**src/rtl/flash_ctrl.sv**
```systemverilog
// ---------------------------------------------------------------------------
// flash_ctrl
//   Controller for a parallel NOR flash (StrataFlash command set, byte mode).
//   Converts a single-cycle request into timed read, program or block-erase
//   bus sequences, including RP# power-up wait, STS polling with timeout,
//   status-register check, error clear and return to read-array mode.
//
//   Optional feature macro: FLASH_ERASE_EN
//     defined   -> cmd 2'b10 performs a block erase (0x20 / 0xD0).
//     undefined -> cmd 2'b10 is treated as reserved (done + err, no bus).
//
// Ports
//   clk_f, rst          : clock (rising edge), synchronous active-high reset
//   req, cmd, addr,     : request handshake (sampled when idle), operation
//   wdata                 code (00 read, 01 program, 10 erase, 11 reserved),
//                         byte address and program data
//   rdata, busy, done,  : read result, busy flag, 1-cycle completion pulse,
//   err                   error flag valid with done
//   NF_A, NF_D_O,       : flash address, write data, data output enable,
//   NF_D_OE, NF_D_I       read data
//   NF_CE, NF_OE, NF_WE,: active-low strobes and reset/power-down
//   NF_RP
//   NF_BYTE, NF_WP      : tied low
//   NF_STS              : device status (0 = busy), asynchronous
// ---------------------------------------------------------------------------
module flash_ctrl #(
    parameter int AW       = 24,
    parameter int DW       = 8,
    parameter int RD_WAIT  = 4,
    parameter int WR_PULSE = 3,
    parameter int RP_WAIT  = 16,
    parameter int TO_CYC   = 2_000_000
) (
    input  logic          clk_f,
    input  logic          rst,
    input  logic          req,
    input  logic [1:0]    cmd,
    input  logic [AW-1:0] addr,
    input  logic [DW-1:0] wdata,
    output logic [DW-1:0] rdata,
    output logic          busy,
    output logic          done,
    output logic          err,
    output logic [AW-1:0] NF_A,
    output logic [DW-1:0] NF_D_O,
    output logic          NF_D_OE,
    input  logic [DW-1:0] NF_D_I,
    output logic          NF_CE,
    output logic          NF_OE,
    output logic          NF_WE,
    output logic          NF_RP,
    output logic          NF_BYTE,
    output logic          NF_WP,
    input  logic          NF_STS
);

    localparam int CW = $clog2(TO_CYC + RP_WAIT + RD_WAIT + WR_PULSE + 2);

    localparam logic [CW-1:0] RD_LAST = CW'(RD_WAIT - 1);
    localparam logic [CW-1:0] WP_LAST = CW'(WR_PULSE - 1);
    localparam logic [CW-1:0] RP_LAST = CW'(RP_WAIT - 1);
    localparam logic [CW-1:0] TO_LAST = CW'(TO_CYC - 1);
    localparam logic [CW-1:0] STS_IGN = CW'(2);

    localparam logic [DW-1:0] CB_PROG    = DW'(8'h40);
    localparam logic [DW-1:0] CB_CLR     = DW'(8'h50);
    localparam logic [DW-1:0] CB_RA      = DW'(8'hFF);
`ifdef FLASH_ERASE_EN
    localparam logic [DW-1:0] CB_ERASE   = DW'(8'h20);
    localparam logic [DW-1:0] CB_CONFIRM = DW'(8'hD0);
`endif

    typedef enum logic [2:0] {
        ST_PWR, ST_IDLE, ST_RD, ST_BW, ST_STS, ST_SR, ST_DONE
    } state_t;

    // Bus-write sub-phase; PH_GAP is one idle cycle inserted after the
    // status read so the write's CE# falling edge is distinct.
    typedef enum logic [2:0] {
        PH_SETUP, PH_PULSE, PH_HOLD, PH_REC, PH_GAP
    } phase_t;

    // Which write of the sequence is in flight.
    typedef enum logic [1:0] {
        SQ_CMD1, SQ_CMD2, SQ_CLR, SQ_RA
    } seq_t;

    state_t        state_r;
    phase_t        phase_r;
    seq_t          seq_r;
    logic [CW-1:0] cnt_r;
    logic [DW-1:0] byte1_r;    // first written byte (setup command)
    logic [DW-1:0] wdata_r;    // second written byte (data or confirm)
    logic          sts_meta_r;
    logic          sts_sync_r;

    // Data byte to drive for a given write of the sequence.
    function automatic logic [DW-1:0] wr_byte(input seq_t sq,
                                              input logic [DW-1:0] b1,
                                              input logic [DW-1:0] wd);
        case (sq)
            SQ_CMD1: wr_byte = b1;
            SQ_CMD2: wr_byte = wd;
            SQ_CLR:  wr_byte = CB_CLR;
            SQ_RA:   wr_byte = CB_RA;
            default: wr_byte = CB_RA;
        endcase
    endfunction

    // Status-register failure: bits {7,5,4,3,1}; ready bit 7 must be set.
    function automatic logic sr_err(input logic [4:0] b);
        sr_err = ~b[4] | b[3] | b[2] | b[1] | b[0];
    endfunction

    assign NF_BYTE = 1'b0;
    assign NF_WP   = 1'b0;

    // Main controller FSM, STS synchroniser and all registered outputs.
    always_ff @(posedge clk_f) begin
        if (rst) begin
            state_r    <= ST_PWR;
            phase_r    <= PH_SETUP;
            seq_r      <= SQ_CMD1;
            cnt_r      <= '0;
            byte1_r    <= CB_PROG;
            wdata_r    <= '0;
            sts_meta_r <= 1'b0;
            sts_sync_r <= 1'b0;
            rdata      <= '0;
            busy       <= 1'b1;
            done       <= 1'b0;
            err        <= 1'b0;
            NF_A       <= '0;
            NF_D_O     <= '0;
            NF_D_OE    <= 1'b0;
            NF_CE      <= 1'b1;
            NF_OE      <= 1'b1;
            NF_WE      <= 1'b1;
            NF_RP      <= 1'b0;
        end else begin
            sts_meta_r <= NF_STS;
            sts_sync_r <= sts_meta_r;
            done       <= 1'b0;
            case (state_r)
                ST_PWR: begin
                    if (!NF_RP) begin
                        NF_RP <= 1'b1;
                        cnt_r <= '0;
                    end else if (cnt_r == RP_LAST) begin
                        state_r <= ST_IDLE;
                        busy    <= 1'b0;
                    end else begin
                        cnt_r <= cnt_r + CW'(1);
                    end
                end
                ST_IDLE: begin
                    if (req) begin
                        busy    <= 1'b1;
                        err     <= 1'b0;
                        cnt_r   <= '0;
                        wdata_r <= wdata;
                        byte1_r <= CB_PROG;
                        case (cmd)
                            2'b00: begin
                                NF_A    <= addr;
                                NF_CE   <= 1'b0;
                                NF_OE   <= 1'b0;
                                state_r <= ST_RD;
                            end
                            2'b01: begin
                                NF_A    <= addr;
                                NF_CE   <= 1'b0;
                                NF_D_OE <= 1'b1;
                                NF_D_O  <= CB_PROG;
                                seq_r   <= SQ_CMD1;
                                phase_r <= PH_SETUP;
                                state_r <= ST_BW;
                            end
`ifdef FLASH_ERASE_EN
                            2'b10: begin
                                NF_A    <= addr;
                                byte1_r <= CB_ERASE;
                                wdata_r <= CB_CONFIRM;
                                NF_CE   <= 1'b0;
                                NF_D_OE <= 1'b1;
                                NF_D_O  <= CB_ERASE;
                                seq_r   <= SQ_CMD1;
                                phase_r <= PH_SETUP;
                                state_r <= ST_BW;
                            end
`endif
                            default: begin
                                done    <= 1'b1;
                                err     <= 1'b1;
                                state_r <= ST_DONE;
                            end
                        endcase
                    end
                end
                ST_RD: begin
                    if (cnt_r == RD_LAST) begin
                        rdata   <= NF_D_I;
                        NF_CE   <= 1'b1;
                        NF_OE   <= 1'b1;
                        done    <= 1'b1;
                        state_r <= ST_DONE;
                    end else begin
                        cnt_r <= cnt_r + CW'(1);
                    end
                end
                ST_BW: begin
                    case (phase_r)
                        PH_SETUP: begin
                            NF_WE   <= 1'b0;
                            cnt_r   <= '0;
                            phase_r <= PH_PULSE;
                        end
                        PH_PULSE: begin
                            if (cnt_r == WP_LAST) begin
                                NF_WE   <= 1'b1;
                                phase_r <= PH_HOLD;
                            end else begin
                                cnt_r <= cnt_r + CW'(1);
                            end
                        end
                        PH_HOLD: begin
                            NF_CE   <= 1'b1;
                            NF_D_OE <= 1'b0;
                            phase_r <= PH_REC;
                        end
                        PH_REC: begin
                            case (seq_r)
                                SQ_CMD1: begin
                                    NF_CE   <= 1'b0;
                                    NF_D_OE <= 1'b1;
                                    NF_D_O  <= wr_byte(SQ_CMD2, byte1_r, wdata_r);
                                    seq_r   <= SQ_CMD2;
                                    phase_r <= PH_SETUP;
                                end
                                SQ_CMD2: begin
                                    cnt_r   <= '0;
                                    state_r <= ST_STS;
                                end
                                SQ_CLR: begin
                                    NF_CE   <= 1'b0;
                                    NF_D_OE <= 1'b1;
                                    NF_D_O  <= wr_byte(SQ_RA, byte1_r, wdata_r);
                                    seq_r   <= SQ_RA;
                                    phase_r <= PH_SETUP;
                                end
                                SQ_RA: begin
                                    done    <= 1'b1;
                                    state_r <= ST_DONE;
                                end
                                default: begin
                                    done    <= 1'b1;
                                    err     <= 1'b1;
                                    state_r <= ST_DONE;
                                end
                            endcase
                        end
                        PH_GAP: begin
                            NF_CE   <= 1'b0;
                            NF_D_OE <= 1'b1;
                            NF_D_O  <= wr_byte(seq_r, byte1_r, wdata_r);
                            phase_r <= PH_SETUP;
                        end
                        default: begin
                            NF_WE   <= 1'b1;
                            phase_r <= PH_REC;
                        end
                    endcase
                end
                ST_STS: begin
                    // STS may still show the pre-write ready level right
                    // after the write, so the first cycles are ignored.
                    if (cnt_r < STS_IGN) begin
                        cnt_r <= cnt_r + CW'(1);
                    end else if (sts_sync_r) begin
                        NF_CE   <= 1'b0;
                        NF_OE   <= 1'b0;
                        cnt_r   <= '0;
                        state_r <= ST_SR;
                    end else if (cnt_r >= TO_LAST) begin
                        err     <= 1'b1;
                        NF_CE   <= 1'b0;
                        NF_D_OE <= 1'b1;
                        NF_D_O  <= CB_RA;
                        seq_r   <= SQ_RA;
                        phase_r <= PH_SETUP;
                        state_r <= ST_BW;
                    end else begin
                        cnt_r <= cnt_r + CW'(1);
                    end
                end
                ST_SR: begin
                    if (cnt_r == RD_LAST) begin
                        NF_CE   <= 1'b1;
                        NF_OE   <= 1'b1;
                        phase_r <= PH_GAP;
                        state_r <= ST_BW;
                        if (sr_err({NF_D_I[7], NF_D_I[5], NF_D_I[4], NF_D_I[3], NF_D_I[1]})) begin
                            err   <= 1'b1;
                            seq_r <= SQ_CLR;
                        end else begin
                            seq_r <= SQ_RA;
                        end
                    end else begin
                        cnt_r <= cnt_r + CW'(1);
                    end
                end
                ST_DONE: begin
                    busy    <= 1'b0;
                    state_r <= ST_IDLE;
                end
                default: begin
                    NF_CE   <= 1'b1;
                    NF_OE   <= 1'b1;
                    NF_WE   <= 1'b1;
                    NF_D_OE <= 1'b0;
                    NF_RP   <= 1'b0;
                    busy    <= 1'b1;
                    state_r <= ST_PWR;
                end
            endcase
        end
    end

endmodule

```
**config.mk**
```make
export PLATFORM = sky130hd
export DESIGN_NAME = flash_ctrl
export DESIGN_NICKNAME = d
export VERILOG_FILES = /design/src/rtl/flash_ctrl.sv
export SDC_FILE = /design/constraint.sdc
export NUM_CORES = 1
export LEC_CHECK = 0
export CAP_MARGIN = 25
export CORE_MARGIN = 1
export CORE_UTILIZATION = 40
export DETAILED_ROUTE_END_ITERATION = 10
export GPL_ROUTABILITY_DRIVEN = 0
export GPL_TIMING_DRIVEN = 0
export HOLD_SLACK_MARGIN = 0.12
export PLACE_DENSITY = 0.66
export SLEW_MARGIN = 30
export SYNTH_ARGS = -nofsm -noshare
export SYNTH_HDL_FRONTEND = slang
export SYNTH_SLANG_ARGS = --single-unit
export TNS_END_PERCENT = 50
```
**constraint.sdc**
```tcl
create_clock -name clk_f -period 3.4 [get_ports clk_f]
set_input_delay 0.34 -clock clk_f [delete_from_list [all_inputs] [get_ports clk_f]]
set_output_delay 0.34 -clock clk_f [all_outputs]
set_load 0.1 [all_outputs]
```
==> summary.md, run 1 <==
| Metric | Value |
|---|---|
| Initial antenna violation count | 0 |
| CTS tree | yes |
| Post-CTS sizing | 0 |
| Min Clock Period, post-route | 3.15 ns |
| Endpoints failing setup | 0 |
| Die area | 11200 µm² |
| LEAKAGE | 1.86 nW |
| Mapped Area | 4310 µm² |
| Achievable Freq | 317 MHz |
| Total DRC errors in the routed layout | 0 |
| Avg Cell Area, Syn | 7.76 µm² |
| DR top layer | met4 |
| Routed met2 length | 5870 µm |
| Sum of buffers and inverters on the critical path | 3 |
| HP Start | wdata_r[2] |
| Arrival @ worst endpoint | 3.41 ns |
| Post-synthesis sequential area ratio | 0.405 |
| CTS Buf Count | 9 |
| Least-Margin Pin Slew | 1.00 ns |
| Die Y-Extent | 106 µm |
| Slowest-stage cell, CP | or4_4 |
| Setup crit end kind | flop |
| Post-layout util | 0.545 |
| Cts-stage hold buffer count | 0 |
| Max clock buf depth | 2 |
| Top delay family on crit path | simple AND/OR/NAND/NOR gates |
| CP Cell Sequence | buf_6 > or4_4 > or4b_4 > nor4_2 > a31oi_1 > o211ai_1 > buf_2 > buf_2 > o211ai_1 > o41ai_1 |
| CP Launch Point | cnt_r[11] |
| CP required | 3.66 ns |
| Site row count | 37 |
| Routed met3 length | 1010 µm |
| Later-pin clock latency in the skew report | 0.36 ns |
| Layout cells sized above 1 | 0.0557 |
| Startpoint Class | flop |
| Met1 Wirelength | 5710 µm |
| Iteration-0 DRC Markers | 360 |
| Class of the tightest hold or removal check | flop to flop |
| Routed vias | 4552 |
| Pwr dens | 356 nW/µm² |
| CP Class | flop to flop |
| Mapped Cells | 555 |
| Fin cells | 800 |
| Final slew viol count | 0 |
| Max Cap Viol | 0 |
| Final ANT Viol Nets | 0 |
| Cell count after placement | 784 |
| Final WL | 12900 µm |
| Nets | 707 |
| Post-DR wirelength/cell | 16.1 µm |
| Antenna diodes | 0 |
| Grt total ovfl | 0 |
| FFs w/ async S/R, synth | 0 |
| Dpl hpwl | 9530 µm |
| I/O Buffers | 92 |
| Drt pass-1 iters | 5 |
| Final period util | 0.928 |
| CTS clk-pin slew, worst paths | 0.10 ns |
| Die Wd | 106 µm |
| RSZ-0062 raised after global routing | no |
| Post-synth EDFFs | 0 |
| Vias in the first global route | 4288 |
| Worst reg-to-reg setup slack | 0.25 ns |
| I/O pin cnt | 96 |
| Routed vias/inst | 5.69 |
| Critical R2R Launch | cnt_r[11] |
| Ys flop type | dfxtp_1 |
| GRT Util Overall | 0.234 |
| Worst-path maximum fanout | 10 |
| Most frequent cells in the layout | nand2_1 (99), clkdlybuf4s50_1 (92), dfxtp_1 (87) |
| Fin. Hold Viols | 0 |
| Fin Setup TNS | 0 ns |
| Outcome | complete, no violations |
| First-pass GRT wire length | 21000 µm |
| Root Buffer | clkbuf_8 |
| Max Clock Skew | 0.0138 ns |
| Max VDD drop | 0.242 mV |
| Clk sinks | 87 |
| Synth warn | 0 |
| Synth-to-layout area growth | 31.3% |
| Htree depth | 3 |
| Largest net degree at the start of global routing | 17 |
| Commonest non-fill, non-tap cell in the layout | nand2_1 |
| Starting density of the core | 0.415 |
| Core footprint | 10400 µm² |
| Worst slew margin | 0.328 |
| #FFs+latches synth | 87 |
| Setup bufs post-CTS | 0 |
| Crit path largest cell delay | 0.56 ns |
| Synth unique cells | 59 |
[worst paths after layout]
check	end	cells after the start
worst max register to register	cnt_r[15]	10
worst min register to register	wdata_r[2]	2
worst max-delay path	cnt_r[15]	10
worst min-delay path	wdata_r[2]	2
[cell families (layout without fill, tap and decap cells)]
logic type,Yosys count,in the layout,synth area share
AO/OA/AOI/OAI,162,162,0.237
XOR/XNOR,1,1,0.00203
adder cells (fa/ha/maj),3,3,0.00814
buffers and inverters,53,161,0.0517
flip-flops,87,87,0.405
multiplexers,9,9,0.0209
other,1,2,0.000871
AND/OR/NAND/NOR,239,239,0.275
[routing by layer]
metal	track usage	vias to the layer above
li1	-	2199
met1	0.313	2160
met2	0.374	172
met3	0.0464	21
met4	0.0843	0
met5	0	-
[Yosys cell counts, types with 4 or more instances]
library cell	count	area share
nor4_1	7	0.010
nand2b_1	10	0.015
nand3_1	13	0.015
nand2_1	99	0.086
nor2b_1	6	0.0087
o32ai_1	8	0.016
o21ai_0	32	0.037
a31oi_1	8	0.012
nand4_1	5	0.0073
nor3b_1	5	0.0087
a311oi_1	8	0.016
nand3b_1	4	0.0070
o211ai_1	11	0.019
o31ai_1	5	0.0087
buf_2	4	0.0046
nor2_1	42	0.037
or4_1	5	0.0087
clkbuf_1	32	0.028
dfxtp_1	87	0.40
or3_1	11	0.016
inv_1	13	0.011
and3_1	5	0.0073
nor3_1	12	0.014
mux2i_1	9	0.021
a21oi_1	64	0.074
[area by class of cell]
cell class	count	area, µm²
fill	1024	4720
multi-input combinational	416	2360
sequential	87	1740
timing repair buffer	92	921
buffer	40	174
tap	136	170
clock buffer	10	138
clock inverter	6	97.6
inverter	13	48.8
[registers in the layout (all words and copies together) (netlist names)]
name        count
sts_meta_r      1
sts_sync_r      1
done            1
err             1
NF_D_O          8
state_r         3
rdata           8
seq_r           2
NF_D_OE         1
phase_r         3
busy            1
NF_WE           1
NF_CE           1
NF_RP           1
NF_A           24
NF_OE           1
wdata_r         8
cnt_r          21
[metrics by stage]
step	area, µm²	power (W)	setup WS, ns	hold slack (ns)
2_1_floorplan	4310	0.00110	0.560	0.414
3_3_place_gp	5400	0.00118	0.130	0.422
3_5_place_dp	5400	0.00118	0.0772	0.444
4_1_cts	5640	0.00202	0.0416	0.458
5_1_grt	5650	0.00208	0.0716	0.478
6_report	5650	0.00201	0.245	0.458
[power by group]
group	internal, W	total, W	switching (W)	leakage (nW)
registers	0.00102	0.00103	0.00000467	0.702
clock network	0.000446	0.000854	0.000408	0.119
logic	0.0000630	0.000133	0.0000697	1.04
[worst min-delay path, cell delays in order (launching register included)]
cell	delay, ns
dfxtp_1	0.32
nand2_1	0.05
a21oi_1	0.05
(Power assumes the default switching activity.)
==> run 2: changes to the inputs <==
==> constraint.sdc (replaced) <==
create_clock -name clk_f -period 3.4 [get_ports clk_f]
set_input_delay 0.34 -clock clk_f [delete_from_list [all_inputs] [get_ports clk_f]]
set_output_delay 0.34 -clock clk_f [all_outputs]
set_load 0.005 [all_outputs]
==> results of run 2 <==
Same layout as run 1 (identical final DEF). Status: complete, no violations.
Main changes from that run: total power 0.00201 W -> 0.00200 W; worst IR drop on VDD 0.242 mV -> 0.241 mV
==> run 3: changes to the inputs <==
--- a/config.mk
+++ b/config.mk
@@ -5,7 +5,7 @@
 export SDC_FILE = /design/constraint.sdc
 export NUM_CORES = 1
 export LEC_CHECK = 0
-export CAP_MARGIN = 25
+export CAP_MARGIN = 0
 export CORE_MARGIN = 1
 export CORE_UTILIZATION = 40
 export DETAILED_ROUTE_END_ITERATION = 10
==> results of run 3 <==
Same layout as run 1 (identical final DEF). Status: complete, no violations.
Main changes from that run: total power 0.00201 W -> 0.00200 W; worst IR drop on VDD 0.242 mV -> 0.241 mV
